### config.mk
export PLATFORM = sky130hd
export DESIGN_NAME = regfile_access_ctrl
export DESIGN_NICKNAME = d
export VERILOG_FILES = /design/src/rtl/regfile_access_ctrl.sv
export SDC_FILE = /design/constraint.sdc
export NUM_CORES = 1
export LEC_CHECK = 0
export ABC_AREA = 1
export BUFFER_PORTS_ARGS = -buffer_cell sky130_fd_sc_hd__buf_2
export CAP_MARGIN = 20
export CORE_AREA = 2 2 102 104
export DETAILED_ROUTE_END_ITERATION = 7
export DIE_AREA = 0 0 104 106
export PLACE_DENSITY = 0.67
export SYNTH_ARGS = -nofsm -noshare
export SYNTH_HDL_FRONTEND = slang
export SYNTH_SLANG_ARGS = --single-unit
### constraint.sdc
create_clock -name clk -period 3.8 [get_ports clk]
set_input_delay 0.38 -clock clk [delete_from_list [all_inputs] [get_ports clk]]
set_output_delay 0.38 -clock clk [all_outputs]
set_load 0.01 [all_outputs]
### src/rtl/regfile_access_ctrl.sv
// Register-file front end: post-reset clear, write-port arbitration (wb over debug), read bypass.
// Read data is available 1 cycle after the address; debug writes stall while write-back holds the port.
module regfile_access_ctrl #(
  parameter int DATA_W     = 32,
  parameter int ADDR_W     = 5,
  parameter bit INIT_CLEAR = 1'b1
) (
  input  logic              clk,
  input  logic              rst_n,
  output logic              o_init_done,
  input  logic              i_wb_we,
  input  logic [ADDR_W-1:0] i_wb_waddr,
  input  logic [DATA_W-1:0] i_wb_wdata,
  input  logic              i_dbg_valid,
  output logic              o_dbg_ready,
  input  logic [ADDR_W-1:0] i_dbg_waddr,
  input  logic [DATA_W-1:0] i_dbg_wdata,
  input  logic [ADDR_W-1:0] i_raddr1,
  input  logic [ADDR_W-1:0] i_raddr2,
  output logic [DATA_W-1:0] o_rdata1,
  output logic [DATA_W-1:0] o_rdata2,
  output logic              o_ram_we,
  output logic [ADDR_W-1:0] o_ram_waddr,
  output logic [DATA_W-1:0] o_ram_wdata,
  output logic [ADDR_W-1:0] o_ram_raddr1,
  output logic [ADDR_W-1:0] o_ram_raddr2,
  input  logic [DATA_W-1:0] i_ram_rdata1,
  input  logic [DATA_W-1:0] i_ram_rdata2
);

  localparam logic ST_INIT = 1'b0;
  localparam logic ST_RUN  = 1'b1;
  localparam logic ST_RST  = INIT_CLEAR ? ST_INIT : ST_RUN;

  logic              state_q, state_d;
  logic [ADDR_W-1:0] clr_cnt_q, clr_cnt_d;

  logic              eff_we;
  logic [ADDR_W-1:0] eff_waddr;
  logic [DATA_W-1:0] eff_wdata;
  logic              dbg_ready;
  logic              wb_hit;

  logic              zero1_q, zero1_d, zero2_q, zero2_d;
  logic              byp1_q, byp1_d, byp2_q, byp2_d;
  logic [DATA_W-1:0] byp_data1_q, byp_data2_q;

  // A write-back to x0 is a no-op, so it leaves the port free for a waiting debug request.
  assign wb_hit = i_wb_we && (i_wb_waddr != '0);

  always_comb begin
    state_d   = state_q;
    clr_cnt_d = clr_cnt_q;
    eff_we    = 1'b0;
    eff_waddr = clr_cnt_q;
    eff_wdata = '0;
    dbg_ready = 1'b0;
    if (state_q == ST_INIT) begin
      eff_we    = 1'b1;
      clr_cnt_d = clr_cnt_q + ADDR_W'(1);
      if (clr_cnt_q == {ADDR_W{1'b1}}) begin
        state_d = ST_RUN;
      end
    end else if (wb_hit) begin
      eff_we    = 1'b1;
      eff_waddr = i_wb_waddr;
      eff_wdata = i_wb_wdata;
    end else if (i_dbg_valid) begin
      dbg_ready = 1'b1;
      eff_we    = (i_dbg_waddr != '0);
      eff_waddr = i_dbg_waddr;
      eff_wdata = i_dbg_wdata;
    end
  end

  always_comb begin
    zero1_d = (i_raddr1 == '0);
    zero2_d = (i_raddr2 == '0);
    byp1_d  = eff_we && (eff_waddr == i_raddr1) && !zero1_d;
    byp2_d  = eff_we && (eff_waddr == i_raddr2) && !zero2_d;
  end

  always_ff @(posedge clk or negedge rst_n) begin
    if (!rst_n) begin
      state_q     <= ST_RST;
      clr_cnt_q   <= '0;
      zero1_q     <= 1'b1;
      zero2_q     <= 1'b1;
      byp1_q      <= 1'b0;
      byp2_q      <= 1'b0;
      byp_data1_q <= '0;
      byp_data2_q <= '0;
    end else begin
      state_q     <= state_d;
      clr_cnt_q   <= clr_cnt_d;
      zero1_q     <= zero1_d;
      zero2_q     <= zero2_d;
      byp1_q      <= byp1_d;
      byp2_q      <= byp2_d;
      byp_data1_q <= eff_wdata;
      byp_data2_q <= eff_wdata;
    end
  end

  // The RAM returns pre-write data for a same-cycle read, hence the captured bypass copy.
  assign o_rdata1 = zero1_q ? '0 : (byp1_q ? byp_data1_q : i_ram_rdata1);
  assign o_rdata2 = zero2_q ? '0 : (byp2_q ? byp_data2_q : i_ram_rdata2);

  assign o_init_done  = (state_q == ST_RUN);
  assign o_dbg_ready  = dbg_ready;
  assign o_ram_we     = eff_we;
  assign o_ram_waddr  = eff_waddr;
  assign o_ram_wdata  = eff_wdata;
  assign o_ram_raddr1 = i_raddr1;
  assign o_ram_raddr2 = i_raddr2;

endmodule
==> metrics.md <==
| Metric | Value |
|---|---|
| Yosys top cell by area | `dfrtp_1` |
| R2r endpoint | `byp_data2_q[30]$_DFF_PN0_` |
| First-pass GRT wire length | `between 15 and 20 mm` |
| Final Util | `44.36%` |
| Ys Warns | `0` |
| Reg2reg setup slack | `about 2.0 ns` |
| Pre-CTS setup slack | `1.502 ns` |
| Worst Clk Skew | `0.006316 ns` |
| Reg2reg start | `o_init_done$_DFF_PN0_` |
| GRT Total Usage | `a little over a fifth` |
| Unique masters post-synth | `26` |
| TritonCTS clock tree | `yes` |
| Congestion Overflow GR | `0` |
| Outcome | `completed` |
| Clock root buffer | `clkbuf_8` |
| DR WL/cell | `15.60 um` |
| Final setup fails | `0` |
| Initial DRT Pass Iterations | `6` |
| Vias in the first global route | `between 3000 and 4000` |
| Total Power | `~1200 uW` |
| Final hold vios | `0` |
| CP arrival | `2.24 ns` |
| FF-to-FF path depth | `4` |
| Number of inserted diodes | `0` |
| Crit path launch | `byp2_q$_DFF_PN0_` |
| Setup ws final | `1.180 ns` |
| Worst-margin pin slew | `between 1 and 1.5 ns` |
| Detailed placement HPWL | `9.611 mm` |
| Relative slew slack | `32.12%` |
| DIE AREA | `roughly 11000 um^2` |
| Core Region | `10000 um^2` |
| Cells after Synth | `~450` |
| Via density per instance | `5.007` |
| Initial Utilization | `30.39%` |
| Syn_nets | `601` |
| Top cell type's share of synthesized area | `approximately 33%` |
| Io pins | `266` |
| VDD IR max | `0.1232 mV` |
| Port bufs | `between 200 and 300` |
| Worst Path Required | `3.42 ns` |
| Post-CTS setup repair buffer count | `0` |
| CTS HTree Levels | `2` |
| Post-route antenna net violation count | `0` |
| Share of layout cells above drive strength 1 | `43.17%` |
| RSZ-0062 raised after global routing | `false` |
| Synth Area per Inst | `6.799 um^2` |
| Placed Area | `4342 um^2` |
| Max-cap violation count | `0` |
| Clock Latency Late Sink | `~0.29 ns` |
| Critical path class | `reg2out` |
| Final WL | `roughly 13 mm` |
| Fin crit share | `68.94%` |
| DRT iter0 DRCs | `approximately 280` |
| Final Net Count | `834` |
| Std cell rows | `37` |
| CTS resizes | `0` |
| Hold WC Path Type | `in2async` |
| Mapped cell area | `between 3000 and 4000 um^2` |
| Setup_tns | `0 ns` |
| Post-route cell area | `roughly 4400 um^2` |
| Area growth, synth to finish | `45.94%` |
| Largest net degree at the start of global routing | `48` |
| Initial antenna violation count | `1` |
| CP Capture Point | `o_rdata2[24]` |
| Fmax | `0.3817 GHz` |
| Residual DRC count | `0` |
| RePlAce Congestion | `0.9219` |
| CTS Buf Count | `5` |
| Crit end category | `output pin` |
| Max Fanout on Critical Path | `33` |
| Die X | `104 um` |
| Cts hold-fix bufs | `0` |
| Area contributors post-synth | `dfrtp_1 33%, nand2_1 21%, a21oi_1 12%` |
| Sequential fraction of the synthesis area | `34.66%` |
| Post-layout min period | `2.620 ns` |
| Routed vias | `4091` |
| Static Leakage | `0.002504 uW` |
| CTS max path bufs | `2` |
| Die height | `between 100 and 150 um` |
| Slew Viols, Final | `0` |
| P per Cell Area | `265.8 nW/um^2` |
| Clock slew at reported path FFs | `0.09 ns` |
| Critical Path Start Type | `flip-flop` |
| Clk sinks | `42` |
| Synth Register Bits | `42` |
[registers in the layout (all words and copies together), names as in the netlist]
| name | flops |
|---|---|
| byp_data2_q | 32 |
| clr_cnt_q | 5 |
| byp1_q | 1 |
| byp2_q | 1 |
| o_init_done | 1 |
| zero1_q | 1 |
| zero2_q | 1 |
[worst max-delay path: stages, from the launching register on]
cell     delay [ns]
dfrtp_1        0.37
buf_4          0.23
inv_1          0.77
nand2_1        0.19
a21oi_1        0.21
buf_2          0.16
[logic make-up after synthesis]
group           count (synthesis)  synth area share (%)
flops                          42                 34.66
buf+inv                        70                 10.66
fa+ha+maj                       2                0.8233
simple gates                  225                 30.47
xor+xnor                        2                0.5765
compound gates                106                 22.81
[how the worst min path moves through the flow]
stage               slack (ns)                startpoint                        end
global placement          0.50  clr_cnt_q[0]$_DFFE_PN0N_   clr_cnt_q[0]$_DFFE_PN0N_
detailed placement        0.54  clr_cnt_q[0]$_DFFE_PN0N_   clr_cnt_q[0]$_DFFE_PN0N_
finish                    0.23                     rst_n  byp_data2_q[29]$_DFF_PN0_
floorplan                 0.08                     rst_n           byp1_q$_DFF_PN0_
CTS                       0.25                     rst_n  byp_data2_q[26]$_DFF_PN0_
global route              0.28               i_raddr2[4]          zero2_q$_DFF_PN1_
[synth_stat cells]
cell / instances
nand2_1: 172
a21oi_1: 70
dfrtp_1: 40
a32o_1: 32
inv_1: 24
nand3_1: 23
clkbuf_1: 22
buf_4: 14
nor2_1: 13
buf_2: 5
nand2_2: 5
or2_2: 4
nor3_1: 3
o21ai_0: 3
dfstp_2: 2
ha_1: 2
inv_2: 2
nand3_2: 2
xor2_1: 2
a21boi_0: 1
buf_1: 1
clkinv_1: 1
inv_4: 1
nand2_4: 1
nand3b_1: 1
nor2_2: 1
[layer usage]
layer | part of all wire [%] | GRT usage (%)
met1 | 39 | 25.71
met2 | 49 | 39.14
met3 | 9.9 | 5.334
met4 | 2.1 | 5.985
met5 | 0 | 0
[stage by stage]
| step | std cells | hold WS [ns] |
|---|---|---|
| after floorplan | 447 | 0.08441 |
| after global placement | 809 | 0.4987 |
| after global routing | 817 | 0.2783 |
| after CTS | 817 | 0.2543 |
| after detailed placement | 809 | 0.5353 |
| final | 817 | 0.2318 |
[final cells by class]
cell class,instances,area (um^2)
fill,1068,5564
clock buffer,5,68.82
clock inverter,3,25.02
tap,136,170.2
multi-input combinational,335,1662
timing repair buffer,268,1349
sequential,42,1054
inverter,28,107.6
[cell usage in the layout (no fill, tap or decap), types with 2 or more instances in the layout]
cell type and instances:
inv_1 24, inv_2 2, a21oi_1 70, buf_2 265
dfstp_2 2, or2_2 4, xor2_1 2, dfrtp_1 40
nand2_1 172, ha_1 2, buf_4 3, o21ai_0 3
nor2_1 13, nand3_2 2, clkbuf_8 5, a32o_1 32
nand3_1 23, nand2_2 5, nor3_1 3
[report_power, final]
part / leakage, uW / switching [uW] / internal [uW] / total (uW)
Clock: 0.0000447 / 164 / 133 / 297
Sequential: 0.000526 / 21.6 / 474 / 496
Combinational: 0.00193 / 212 / 174 / 386
Total: 0.00250 / 398 / 781 / 1180
Power figures use the tool's default switching activity.
